==> src/rtl/uart_rx_fifo.sv <==
// UART receiver with mid-bit sampling, framing/overflow detection and a FWFT receive FIFO.
// Optional parity checking is compiled in when UART_RX_PARITY_EN is defined.
module uart_rx_fifo #(
    parameter int CLKS_PER_BIT = 9,
    parameter int DATA_BITS    = 8,
    parameter int PARITY       = 0,
    parameter int FIFO_DEPTH   = 16
) (
    input  logic                            clk_27mhz,
    input  logic                            rst,
    input  logic                            i_rx,
    input  logic                            i_rd_en,
    output logic [DATA_BITS-1:0]            o_rd_data,
    output logic                            o_empty,
    output logic                            o_full,
    output logic [$clog2(FIFO_DEPTH+1)-1:0] o_count,
    output logic                            o_rx_bsy,
    output logic                            o_frame_err,
    output logic                            o_parity_err,
    output logic                            o_overflow
);

    localparam int CW = $clog2(CLKS_PER_BIT);
    localparam int BW = $clog2(DATA_BITS);
    localparam int AW = $clog2(FIFO_DEPTH);
    localparam int NW = $clog2(FIFO_DEPTH + 1);
    localparam logic [CW-1:0] HALF_M1  = CW'(CLKS_PER_BIT / 2 - 1);
    localparam logic [CW-1:0] FULL_M1  = CW'(CLKS_PER_BIT - 1);
    localparam logic [BW-1:0] LAST_BIT = BW'(DATA_BITS - 1);

    if (CLKS_PER_BIT < 4) begin : g_bad_cpb
        $error("CLKS_PER_BIT must be at least 4");
    end
    if (DATA_BITS < 5 || DATA_BITS > 8) begin : g_bad_db
        $error("DATA_BITS must be 5..8");
    end
    if (PARITY < 0 || PARITY > 2) begin : g_bad_par
        $error("PARITY must be 0, 1 or 2");
    end
    if (FIFO_DEPTH < 2 || (FIFO_DEPTH & (FIFO_DEPTH - 1)) != 0) begin : g_bad_depth
        $error("FIFO_DEPTH must be a power of two >= 2");
    end

`ifdef UART_RX_PARITY_EN
    typedef enum logic [2:0] {
        S_IDLE   = 3'd0,
        S_START  = 3'd1,
        S_DATA   = 3'd2,
        S_PARITY = 3'd3,
        S_STOP   = 3'd4,
        S_BREAK  = 3'd5
    } state_t;
`else
    typedef enum logic [2:0] {
        S_IDLE  = 3'd0,
        S_START = 3'd1,
        S_DATA  = 3'd2,
        S_STOP  = 3'd4,
        S_BREAK = 3'd5
    } state_t;
`endif

    state_t               r_state;
    state_t               w_state_next;
    logic                 r_rx_meta;
    logic                 r_rx_s;
    logic                 r_rx_d;
    logic [CW-1:0]        r_clk_cnt;
    logic [BW-1:0]        r_bit_cnt;
    logic [DATA_BITS-1:0] r_shift;
    logic                 w_half_tick;
    logic                 w_bit_tick;
    logic                 w_cnt_clr;
    logic                 w_shift;
    logic                 w_push;
    logic                 w_pop;
    logic                 w_frame_err;
    logic                 w_overflow;
`ifdef UART_RX_PARITY_EN
    logic                 w_par_sample;
    logic                 w_parity_err;
    logic                 r_par_bad;
`endif

    logic [DATA_BITS-1:0] r_mem [FIFO_DEPTH];
    logic [AW-1:0]        r_wr_ptr;
    logic [AW-1:0]        r_rd_ptr;
    logic [NW-1:0]        r_count;

    // Synchroniser and edge history all idle high so reset never fakes a start edge.
    always_ff @(posedge clk_27mhz) begin
        if (rst) begin
            r_rx_meta <= 1'b1;
            r_rx_s    <= 1'b1;
            r_rx_d    <= 1'b1;
        end else begin
            r_rx_meta <= i_rx;
            r_rx_s    <= r_rx_meta;
            r_rx_d    <= r_rx_s;
        end
    end

    always_ff @(posedge clk_27mhz) begin
        if (rst) begin
            r_state <= S_IDLE;
        end else begin
            r_state <= w_state_next;
        end
    end

    assign w_half_tick = (r_clk_cnt == HALF_M1);
    assign w_bit_tick  = (r_clk_cnt == FULL_M1);

    always_comb begin
        w_state_next = r_state;
        w_cnt_clr    = 1'b0;
        w_shift      = 1'b0;
        w_push       = 1'b0;
        w_frame_err  = 1'b0;
        w_overflow   = 1'b0;
`ifdef UART_RX_PARITY_EN
        w_par_sample = 1'b0;
        w_parity_err = 1'b0;
`endif
        case (r_state)
            S_IDLE: begin
                if (r_rx_d && !r_rx_s) begin
                    w_state_next = S_START;
                    w_cnt_clr    = 1'b1;
                end
            end
            S_START: begin
                if (w_half_tick) begin
                    w_cnt_clr    = 1'b1;
                    w_state_next = r_rx_s ? S_IDLE : S_DATA;
                end
            end
            S_DATA: begin
                if (w_bit_tick) begin
                    w_cnt_clr = 1'b1;
                    w_shift   = 1'b1;
                    if (r_bit_cnt == LAST_BIT) begin
`ifdef UART_RX_PARITY_EN
                        w_state_next = (PARITY != 0) ? S_PARITY : S_STOP;
`else
                        w_state_next = S_STOP;
`endif
                    end
                end
            end
`ifdef UART_RX_PARITY_EN
            S_PARITY: begin
                if (w_bit_tick) begin
                    w_cnt_clr    = 1'b1;
                    w_par_sample = 1'b1;
                    w_state_next = S_STOP;
                end
            end
`endif
            S_STOP: begin
                if (w_bit_tick) begin
                    w_cnt_clr = 1'b1;
                    if (!r_rx_s) begin
                        w_frame_err  = 1'b1;
                        w_state_next = S_BREAK;
                    end else begin
                        w_state_next = S_IDLE;
`ifdef UART_RX_PARITY_EN
                        if (r_par_bad) w_parity_err = 1'b1;
                        else
`endif
                        if (o_full && !i_rd_en) w_overflow = 1'b1;
                        else w_push = 1'b1;
                    end
                end
            end
            S_BREAK: begin
                if (r_rx_s) w_state_next = S_IDLE;
            end
            default: w_state_next = S_IDLE;
        endcase
    end

    always_ff @(posedge clk_27mhz) begin
        if (rst) begin
            r_clk_cnt <= '0;
            r_bit_cnt <= '0;
            r_shift   <= '0;
        end else begin
            if (w_cnt_clr) r_clk_cnt <= '0;
            else if (r_state != S_IDLE && r_state != S_BREAK) r_clk_cnt <= r_clk_cnt + 1'b1;
            if (r_state == S_START) r_bit_cnt <= '0;
            else if (w_shift) r_bit_cnt <= r_bit_cnt + 1'b1;
            if (w_shift) r_shift[r_bit_cnt] <= r_rx_s;
        end
    end

`ifdef UART_RX_PARITY_EN
    // XOR over data plus parity bit is 1 for a good odd frame and 0 for a good even frame.
    always_ff @(posedge clk_27mhz) begin
        if (rst) begin
            r_par_bad    <= 1'b0;
            o_parity_err <= 1'b0;
        end else begin
            o_parity_err <= w_parity_err;
            if (r_state == S_START) r_par_bad <= 1'b0;
            else if (w_par_sample) r_par_bad <= ((^r_shift) ^ r_rx_s) != (PARITY == 1);
        end
    end
`else
    assign o_parity_err = 1'b0;
`endif

    always_ff @(posedge clk_27mhz) begin
        if (rst) begin
            o_frame_err <= 1'b0;
            o_overflow  <= 1'b0;
        end else begin
            o_frame_err <= w_frame_err;
            o_overflow  <= w_overflow;
        end
    end

    assign w_pop = i_rd_en && !o_empty;

    always_ff @(posedge clk_27mhz) begin
        if (w_push) r_mem[r_wr_ptr] <= r_shift;
    end

    always_ff @(posedge clk_27mhz) begin
        if (rst) begin
            r_wr_ptr <= '0;
            r_rd_ptr <= '0;
            r_count  <= '0;
        end else begin
            if (w_push) r_wr_ptr <= r_wr_ptr + 1'b1;
            if (w_pop)  r_rd_ptr <= r_rd_ptr + 1'b1;
            case ({w_push, w_pop})
                2'b10:   r_count <= r_count + 1'b1;
                2'b01:   r_count <= r_count - 1'b1;
                default: r_count <= r_count;
            endcase
        end
    end

    assign o_count   = r_count;
    assign o_empty   = (r_count == '0);
    assign o_full    = (r_count == NW'(FIFO_DEPTH));
    assign o_rd_data = o_empty ? '0 : r_mem[r_rd_ptr];
    assign o_rx_bsy  = (r_state != S_IDLE);

endmodule
==> config.mk <==
export PLATFORM = sky130hd
export DESIGN_NAME = uart_rx_fifo
export DESIGN_NICKNAME = d
export VERILOG_FILES = /design/src/rtl/uart_rx_fifo.sv
export SDC_FILE = /design/constraint.sdc
export NUM_CORES = 1
export LEC_CHECK = 0
export CORE_UTILIZATION = 65
export CTS_CLUSTER_DIAMETER = 200
export DETAILED_ROUTE_END_ITERATION = 6
export GPL_TIMING_DRIVEN = 0
export PLACE_DENSITY = 0.84
export SYNTH_ARGS = -nofsm -noshare
export SYNTH_HDL_FRONTEND = slang
export SYNTH_SLANG_ARGS = --single-unit
==> constraint.sdc <==
create_clock -name clk_27mhz -period 7.2 [get_ports clk_27mhz]
set_clock_uncertainty 0.1 [all_clocks]
set_input_delay 1.08 -clock clk_27mhz [delete_from_list [all_inputs] [get_ports clk_27mhz]]
set_output_delay 1.08 -clock clk_27mhz [all_outputs]
set_load 0.03 [all_outputs]
==> results.tsv, run 1 <==
metric	value	unit
unrepaired setup endpoints after global routing	no	
max-slew violations	0	
fmax	229	MHz
# setup viols final	0	
slowest stage delay, CP	0.74	ns
Syn Std Cell Area	7090	um2
Cell variety after synth	54	
Top Usage Layer GRT	met2	
Synth area leader	edfxtp_1	
Num CTS Buffers	17	
largest net degree at the start of global routing	18	
Final WS setup	2.83	ns
Hold Path Depth	1	
CORE AREA	10500	um2
commonest non-fill, non-tap cells in the layout	128 x edfxtp_1, 40 x dfxtp_1, 32 x mux4_2	
Crit Path Max Fanout	10	
IO Port Bufs	21	
Setup CP Type	reg2out	
Die ar.	11300	um2
H-tree depth	4	
setup bufs post-CTS	0	
Max VDD drop	0.000163	V
CTS root buf	clkbuf_8	
max-cap viol count	0	
global-route wire length before repair	23.1	mm
nets@finish	523	
register area share after synthesis	65.5	%
commonest non-fill, non-tap cell in the layout	edfxtp_1	
Vert. Die Dim	106	um
top_reg_cell synth	edfxtp_1	
Synth area leaders	edfxtp_1 54%, dfxtp_1 11%, mux4_2 10%	
vias per cell	6.52	
GRT overflow	0	
WL per Instance	22.9	um
clock latency on the worst-skew pair	0.54	ns
initial antenna violation count	0	
I/O pin cnt	23	
crit-path cells	buf_2 -> buf_2 -> buf_2 -> mux4_2 -> mux2i_1 -> a211oi_1 -> clkdlybuf4s50_1	
Worst setup EP type	output pin	
Yosys warning count	0	
critical register-to-register path startpoint	r_clk_cnt[0]	
WP buf/inv	4	
num rows	37	
dpl ws	3.05	ns
Hold WC Path Type	reg2reg	
Yosys top cell area share	54.2	%
drt drc	0	
die width	106	um
M1 GR Usage	36.2	%
Rel. slew slack	7.15	%
power density over the cells	270	nW/um2
diodes inserted	0	
Clk pin slew, worst setup/hold paths	0.07	ns
FF-to-FF setup slack	3.87	ns
hold_sp	r_rx_meta	
vias in the first global route	4221	
slowest cell on the critical path	clkdlybuf4s50_1	
Total Power	0.00217	W
total number of vias	4275	
crit path time final	4.37	ns
Global Route met2 Usage	48.1	%
Synth Net Count	482	
Iter 0 DRT Violations	443	
Total Neg Setup Slack	0	ns
Routability Congestion	0.845	
worst-margin pin slew	1.39	ns
clock buffer depth	2	
Total Wirelength	15.0	mm
Top delay family on crit path	buffers and inverters	
Global Route Usage Sum	28.8	%
CP dominant cell by count	buf_2	
crit path DAT	3.19	ns
#FFs+latches synth	168	
Mean Syn Cell Area	15.2	um2
outcome	completed	
DRT Pass-1 Iters	4	
Area growth syn-to-layout	13.4	%
share of cells above drive strength 1	17.3	%
TritonCTS clock tree	done	
R2R Path End	o_count[4]	
initial core utilization	67.8	%
CTS resizes	0	
Final Hold Viols	0	
Pleak	2.70	nW
Routed Antenna Nets	0	
hpwl dp	8.90	mm
Post-synth ARST share	0	%
cts hold-fix bufs	0	
CP required	6.02	ns
# fillers	605	
# clock sinks	168	
R2R cell count	13	
Startpoint Class	flop	
Hold EP	r_rx_s	
GR Util met3	7.60	%
worst hold slack	0.322	ns
post-route clock period utilization	60.7	%
Post-synth EDFFs	128	
Cells after Synth	466	
metal layers:
layer  routed length (um)  vias to the layer above
li1                     -                     1877
met1                 5670                     2113
met5                    0                        -
met3                 1290                       36
met4                  472                        0
met2                 7560                      249
sequential cells by signal (all words and copies together) (netlist names), named ones only:
name and cells:
o_frame_err 1, r_rx_d 1, r_mem 128, r_clk_cnt 4, r_state 3, r_bit_cnt 3
r_shift 8, r_rx_s 1, r_rd_ptr 4, r_rx_meta 1, r_wr_ptr 4, o_count 5
o_overflow 1
final cells by class:
| type | count | area (um2) | area share [%] |
|---|---|---|---|
| inverters | 13 | 48.8 | 0.607 |
| plain buffers | 29 | 131 | 1.63 |
| clock buffers | 17 | 414 | 5.15 |
| flip-flops and latches | 168 | 4640 | 57.8 |
| clock inverters | 15 | 143 | 1.77 |
| multi-input cells | 256 | 2270 | 28.3 |
| repair buffers | 22 | 215 | 2.68 |
| well taps | 136 | 170 | 2.12 |
through the flow:
step                      instance area [um2]  cells  util [%]
after floorplan                          7090    466         -
after global placement                   7470    623      71.4
after detailed placement                 7470    623      71.4
after CTS                                8030    655      76.7
after global routing                     8040    656      76.8
final                                    8040    656      76.8
logic make-up (layout without fill, tap and decap cells):
logic type	count (synthesis)	after routing	synth area share (%)
compound gates	54	54	5.21
xor+xnor	10	10	1.24
fa+ha+maj	12	12	2.12
buf+inv	42	96	2.54
flops	168	168	65.5
mux	52	52	13.0
other cells	1	1	0.0529
simple gates	127	127	10.4
synth_stat cells (2+ instances only):
cell type and count:
and2_1 8, ha_1 12, nor4_1 4, buf_4 2, and3b_1 2, or3_1 4
xnor2_1 2, nand4_1 6, mux4_2 32, nor2b_1 15, inv_1 12, or2_2 2
buf_1 2, and3_1 7, o21ai_0 9, nand2b_1 2, nand3_1 9, nor2_1 26
nor3_1 6, nor4b_1 3, nor3b_1 6, a2111oi_0 2, a21oi_1 14, nand2_1 18
mux2i_1 19, a211oi_1 16, dfxtp_1 40, edfxtp_1 128, clkbuf_1 13, o21a_1 2
nand3b_1 2, xor2_1 8, buf_2 12
worst reg2reg max path, stage by stage (launching register included):
cell	delay, ns
dfxtp_1	0.32
inv_1	0.09
ha_1	0.26
nand4bb_4	0.14
a211oi_4	0.42
inv_2	0.16
ha_1	0.23
clkbuf_1	0.19
xor2_1	0.18
ha_1	0.23
nor4_1	0.34
a2111oi_0	0.21
mux2i_1	0.19
o2111ai_1	0.12
where the power goes:
group	switching (W)	leakage [nW]	internal (W)
clock	0.000392	0.260	0.000466
combinational	0.000161	0.932	0.000111
sequential	0.00000762	1.51	0.00104
total	0.000560	2.70	0.00161
worst max path at each step:
stage	from	end	slack, ns	cells after the start
final	flop	o_rd_data[1]	2.83	7
after global routing	flop	o_rd_data[1]	2.70	7
after CTS	flop	o_rd_data[1]	2.80	7
after detailed placement	i_rd_en	o_count[4]	3.05	12
after global placement	i_rd_en	o_count[4]	3.10	12
after floorplan	o_count[1]	o_rd_data[0]	3.88	4
No activity file was read; power rests on OpenSTA's default activity.
==> run 2, diff against run 1 <==
--- a/config.mk
+++ b/config.mk
@@ -5,11 +5,11 @@
 export SDC_FILE = /design/constraint.sdc
 export NUM_CORES = 1
 export LEC_CHECK = 0
-export CORE_UTILIZATION = 65
+export CORE_UTILIZATION = 55
 export CTS_CLUSTER_DIAMETER = 200
 export DETAILED_ROUTE_END_ITERATION = 6
 export GPL_TIMING_DRIVEN = 0
-export PLACE_DENSITY = 0.84
+export PLACE_DENSITY = 0.75
 export SYNTH_ARGS = -nofsm -noshare
 export SYNTH_HDL_FRONTEND = slang
 export SYNTH_SLANG_ARGS = --single-unit
==> constraint.sdc (replaced) <==
create_clock -name clk_27mhz -period 3.5 [get_ports clk_27mhz]
set_clock_uncertainty 0.1 [all_clocks]
set_input_delay 0.525 -clock clk_27mhz [delete_from_list [all_inputs] [get_ports clk_27mhz]]
set_output_delay 0.525 -clock clk_27mhz [all_outputs]
set_load 0.03 [all_outputs]
==> results.tsv, run 2 (same netlist as run 1, synthesis figures left out) <==
metric	value	unit	change
# fillers	964		+59%
Crit Path Max Fanout	10		unchanged
Hold WC Path Type	reg2reg		
slowest cell on the critical path	mux4_2		
crit-path cells	buf_2 -> buf_4 -> mux4_2 -> nor2b_1 -> a211oi_1 -> a211oi_1 -> dlygate4sd2_1		
switching share of power	23.6	%	-2.2 points
vias in the first global route	4053		-4.0%
Pleak	2.80	nW	+3.8%
area of placed instances	7520	um2	+0.60%
commonest non-fill, non-tap cells in the layout	128 x edfxtp_1, 40 x dfxtp_1, 32 x mux4_2		
Hold Path Depth	1		unchanged
unrepaired setup endpoints after global routing	no		
CP required	2.87	ns	-3.15 ns
Global Route Usage Sum	22.8	%	-6.1 points
Rel. slew slack	11.6	%	+4.4 points
R2R cell count	12		-1
Top delay family on crit path	buffers and inverters		
die width	116	um	+8.5%
num rows	41		+11%
Iter 0 DRT Violations	312		-30%
worst hold slack	0.312	ns	-0.0102 ns
WP buf/inv	3		-1
Worst setup EP type	output pin		
cts hold-fix bufs	0		unchanged
FF/Latch Area	4640	um2	unchanged
initial core utilization	56.2	%	-12 points
max-slew violations	0		unchanged
R2R Path End	o_count[4]		
diodes inserted	0		unchanged
crit path DAT	2.72	ns	-0.47 ns
Pint	0.00338	W	+110%
# setup viols final	0		unchanged
outcome	completed		
largest net degree at the start of global routing	18		unchanged
Routability Congestion	0.839		-0.72%
Vert. Die Dim	116	um	+8.5%
hold_sp	r_rx_meta		
power density over the cells	547	nW/um2	+100%
I/O pin cnt	23		unchanged
Area growth syn-to-layout	14.0	%	
Clk pin slew, worst setup/hold paths	0.06	ns	about the same
Routed Antenna Nets	0		unchanged
P_sw	0.00104	W	+86%
clock latency on the worst-skew pair	0.43	ns	-0.11 ns
design area	8080	um2	+0.56%
worst-margin pin slew	1.32	ns	-0.0664 ns
max-cap viol count	0		unchanged
Hold EP	r_rx_s		
DRT Pass-1 Iters	4		unchanged
H-tree depth	4		unchanged
nets@finish	521		-0.38%
clock share of power	39.1	%	-0.3 points
total number of vias	4057		-5.1%
GR Util met3	6.49	%	-1.1 points
CTS root buf	clkbuf_16		
max reg flops	128		unchanged
drt drc	0		unchanged
# clock sinks	168		unchanged
CORE AREA	12600	um2	+21%
Total Power	0.00442	W	+100%
Total Neg Setup Slack	0	ns	unchanged
initial antenna violation count	0		unchanged
Die ar.	13400	um2	+18%
combinational cell fraction of total power	12.3	%	-0.2 points
Num CTS Buffers	17		unchanged
Max VDD drop	0.000344	V	+110%
slowest stage delay, CP	0.55	ns	-0.19 ns
vias per cell	5.89		-9.6%
GRT overflow	0		unchanged
Multi-input gate area	2280	um2	+0.33%
post-route clock period utilization	95.5	%	
clock buffer depth	2		unchanged
Final Hold Viols	0		unchanged
M1 GR Usage	28.5	%	-7.7 points
Total Wirelength	13.9	mm	-7.4%
CP dominant cell by count	a211oi_1		
Reg with most FFs	r_mem		
WL per Instance	20.1	um	-12%
IO Port Bufs	21		unchanged
crit path time final	3.34	ns	
WP depth	7		unchanged
commonest non-fill, non-tap cell in the layout	edfxtp_1		
global-route wire length before repair	21.3	mm	-7.4%
Reg power frac	48.6	%	+0.6 points
TritonCTS clock tree	done		
Setup CP Type	reg2out		
Top Usage Layer GRT	met2		
share of cells above drive strength 1	16.1	%	-1.3 points
FF-to-FF setup slack	0.26	ns	-3.61 ns
Global Route met2 Usage	37.8	%	-10 points
critical register-to-register path startpoint	o_count[1]		
Startpoint Class	flop		
fmax	299	MHz	
hpwl dp	9.09	mm	+2.1%
-- run 2: cell type report --
type | instances | share of cell area, %
flip-flops and latches | 168 | 57.5
plain buffers | 28 | 1.69
multi-input cells | 256 | 28.2
well taps | 172 | 2.66
inverters | 13 | 0.604
clock inverters | 14 | 1.42
clock buffers | 17 | 5.26
repair buffers | 21 | 2.71
-- run 2: per-layer routing --
metal | wire length, um | vias to the layer above
met2 | 7120 | 138
met5 | 0 | -
met3 | 785 | 23
li1 | - | 1871
met4 | 221 | 0
met1 | 5750 | 2025
-- run 2: timing repair --
item	4_1_cts	5_1_grt
endpoints found under the setup margin	9	6
setup buffers	0	0
pin swaps	0	1
resized for setup	7	7
-- run 2: worst max path at each step --
stage                    to
4_1_cts        o_rd_data[7]
6_report       o_rd_data[2]
3_5_place_dp     o_count[4]
5_1_grt          o_count[4]
2_1_floorplan    o_count[4]
3_3_place_gp     o_count[4]
-- run 2: power by group through the flow --
stage,Sequential (W),Clock (W),Combinational (W)
floorplan,0.00220,0,0.000367
global placement,0.00219,0,0.000535
detailed placement,0.00219,0,0.000551
CTS,0.00215,0.00175,0.000549
global route,0.00215,0.00182,0.000585
finish,0.00215,0.00173,0.000543
-- run 2: through the flow --
| step | utilization [%] | instances | setup WS (ns) |
|---|---|---|---|
| finish | 64.1 | 689 | 0.158 |
| floorplan | - | 466 | 0.411 |
| global route | 64.1 | 689 | 0.0160 |
| detailed placement | 59.6 | 659 | -0.121 |
| CTS | 63.9 | 689 | 0.0164 |
| global placement | 59.6 | 659 | -0.0615 |
==> run 3, diff against run 2 <==
--- a/config.mk
+++ b/config.mk
@@ -10,6 +10,7 @@
 export DETAILED_ROUTE_END_ITERATION = 6
 export GPL_TIMING_DRIVEN = 0
 export PLACE_DENSITY = 0.75
+export SLEW_MARGIN = 20
 export SYNTH_ARGS = -nofsm -noshare
 export SYNTH_HDL_FRONTEND = slang
 export SYNTH_SLANG_ARGS = --single-unit
==> results.tsv, run 3 (same netlist as run 1, synthesis figures left out) <==
metric	value	unit	change
Routed Antenna Nets	0		unchanged
diodes inserted	0		unchanged
Global Route Usage Sum	22.7	%	-0.092 points
WL per Instance	19.9	um	-0.99%
Startpoint Class	flop		
Total Power	0.00460	W	+4.1%
I/O pin cnt	23		unchanged
drt drc	0		unchanged
vias in the first global route	4101		+1.2%
TritonCTS clock tree	done		
commonest non-fill, non-tap cell in the layout	edfxtp_1		
largest net degree at the start of global routing	18		unchanged
Reg power frac	46.7	%	-1.9 points
worst-margin pin slew	0.834	ns	-0.489 ns
Hold WC Path Type	reg2reg		
switching share of power	23.2	%	-0.45 points
cts hold-fix bufs	0		unchanged
IO Port Bufs	21		unchanged
initial antenna violation count	0		unchanged
# clock sinks	168		unchanged
crit path time final	3.30	ns	-0.0417 ns
crit path DAT	2.68	ns	-0.04 ns
fmax	303	MHz	+1.3%
die width	116	um	unchanged
outcome	completed		
critical register-to-register path startpoint	o_count[1]		
Area growth syn-to-layout	15.0	%	
max-slew violations	0		unchanged
Die ar.	13400	um2	unchanged
DRT Pass-1 Iters	6		+2
hold_sp	r_rx_meta		
max-cap viol count	0		unchanged
Vert. Die Dim	116	um	unchanged
clock buffer depth	2		unchanged
GRT overflow	0		unchanged
Rel. slew slack	42.9	%	+31 points
H-tree depth	4		unchanged
combinational cell fraction of total power	11.8	%	-0.5 points
CP required	2.87	ns	about the same
num rows	41		unchanged
core utilization of the finished layout	64.6	%	+0.59 points
Iter 0 DRT Violations	295		-5.4%
Num CTS Buffers	17		unchanged
unrepaired setup endpoints after global routing	no		
crit-path cells	buf_2 -> buf_4 -> mux4_2 -> nor2b_1 -> a211oi_2 -> a211oi_1 -> dlygate4sd2_1		
Crit Path Max Fanout	10		unchanged
Final Hold Viols	0		unchanged
setup bufs post-CTS	0		unchanged
initial core utilization	56.2	%	unchanged
commonest non-fill, non-tap cells in the layout	128 x edfxtp_1, 40 x dfxtp_1, 32 x mux4_2		
Setup CP Type	reg2out		
# setup viols final	0		unchanged
P_sw	0.00107	W	+2.1%
vias per cell	5.87		-0.32%
CORE AREA	12600	um2	unchanged
hpwl dp	9.08	mm	about the same
slowest cell on the critical path	mux4_2		
share of cells above drive strength 1	18.1	%	+2.1 points
Routability Congestion	0.839		unchanged
design area	8160	um2	+0.91%
area of placed instances	7540	um2	+0.27%
CTS root buf	clkbuf_16		
Worst setup EP type	output pin		
post-route clock period utilization	94.3	%	-1.2 points
nets@finish	521		unchanged
Max VDD drop	0.000360	V	+4.5%
global-route wire length before repair	21.5	mm	+0.61%
clock latency on the worst-skew pair	0.42	ns	about the same
Reg with most FFs	r_mem		
Clk pin slew, worst setup/hold paths	0.06	ns	about the same
total number of vias	4050		-0.17%
power density over the cells	564	nW/um2	+3.1%
slowest stage delay, CP	0.54	ns	about the same
Total Wirelength	13.8	mm	-0.85%
clock share of power	41.5	%	+2.4 points
max reg flops	128		unchanged
Pleak	2.82	nW	+0.55%
Pint	0.00353	W	+4.7%
-- run 3: changes by cell type in the layout (fill, tap and decap cells not counted), sizes merged --
cell and delta:
clkinv -1, dlymetal6s2s -2, bufinv +2, dlygate4sd2 +2
-- run 3: cell type report --
class / count / area, um2
clock inverter: 15 / 184
clock buffer: 17 / 425
multi-input combinational: 256 / 2290
fill: 962 / 4460
inverter: 13 / 48.8
timing repair buffer: 21 / 211
buffer: 28 / 134
tap: 172 / 215
sequential: 168 / 4640
-- run 3: through the flow --
step                hold WS (ns)  worst slack [ns]  cells  setup TNS, ns
floorplan                  0.289             0.411    466              0
global placement           0.292           -0.0615    659        -0.0615
detailed placement         0.297            -0.113    659         -0.113
CTS                        0.312          0.000367    690              0
global route               0.330            0.0389    690              0
finish                     0.312             0.199    690              0
-- run 3: path summary, 6_finish.rpt --
check	endpoint	slack (ns)	depth (start not counted)
max	o_rd_data[2]	0.20	7
min	r_rx_s	0.31	1
max reg2reg	o_count[4]	0.25	12
min reg2reg	r_rx_s	0.31	1
-- run 3: layer usage --
metal	vias to the layer above	part of all wire (%)	track usage, %
met5	-	0	0
met4	0	1.4	8.05
met2	117	52	39.0
met1	2042	42	28.4
met3	15	4.6	4.92
li1	1876	-	-
-- run 3: timing repair --
item,CTS,global route
setup endpoints to repair,9,5
resized for setup,8,6
pin swaps,0,1
-- run 3: power groups by stage --
stage          combinational, W  clock (W)  sequential [W]
5_1_grt                0.000585    0.00202         0.00215
6_report               0.000542    0.00191         0.00215
3_5_place_dp           0.000551          0         0.00219
3_3_place_gp           0.000535          0         0.00219
4_1_cts                0.000546    0.00193         0.00215
2_1_floorplan          0.000367          0         0.00220
-- run 3: worst max-delay path: cells and delay by family (launching register included) --
family	cells	cell delay, ns
buf+inv	3	0.84
mux	1	0.54
compound gates	2	0.41
flops	1	0.30
simple gates	1	0.15
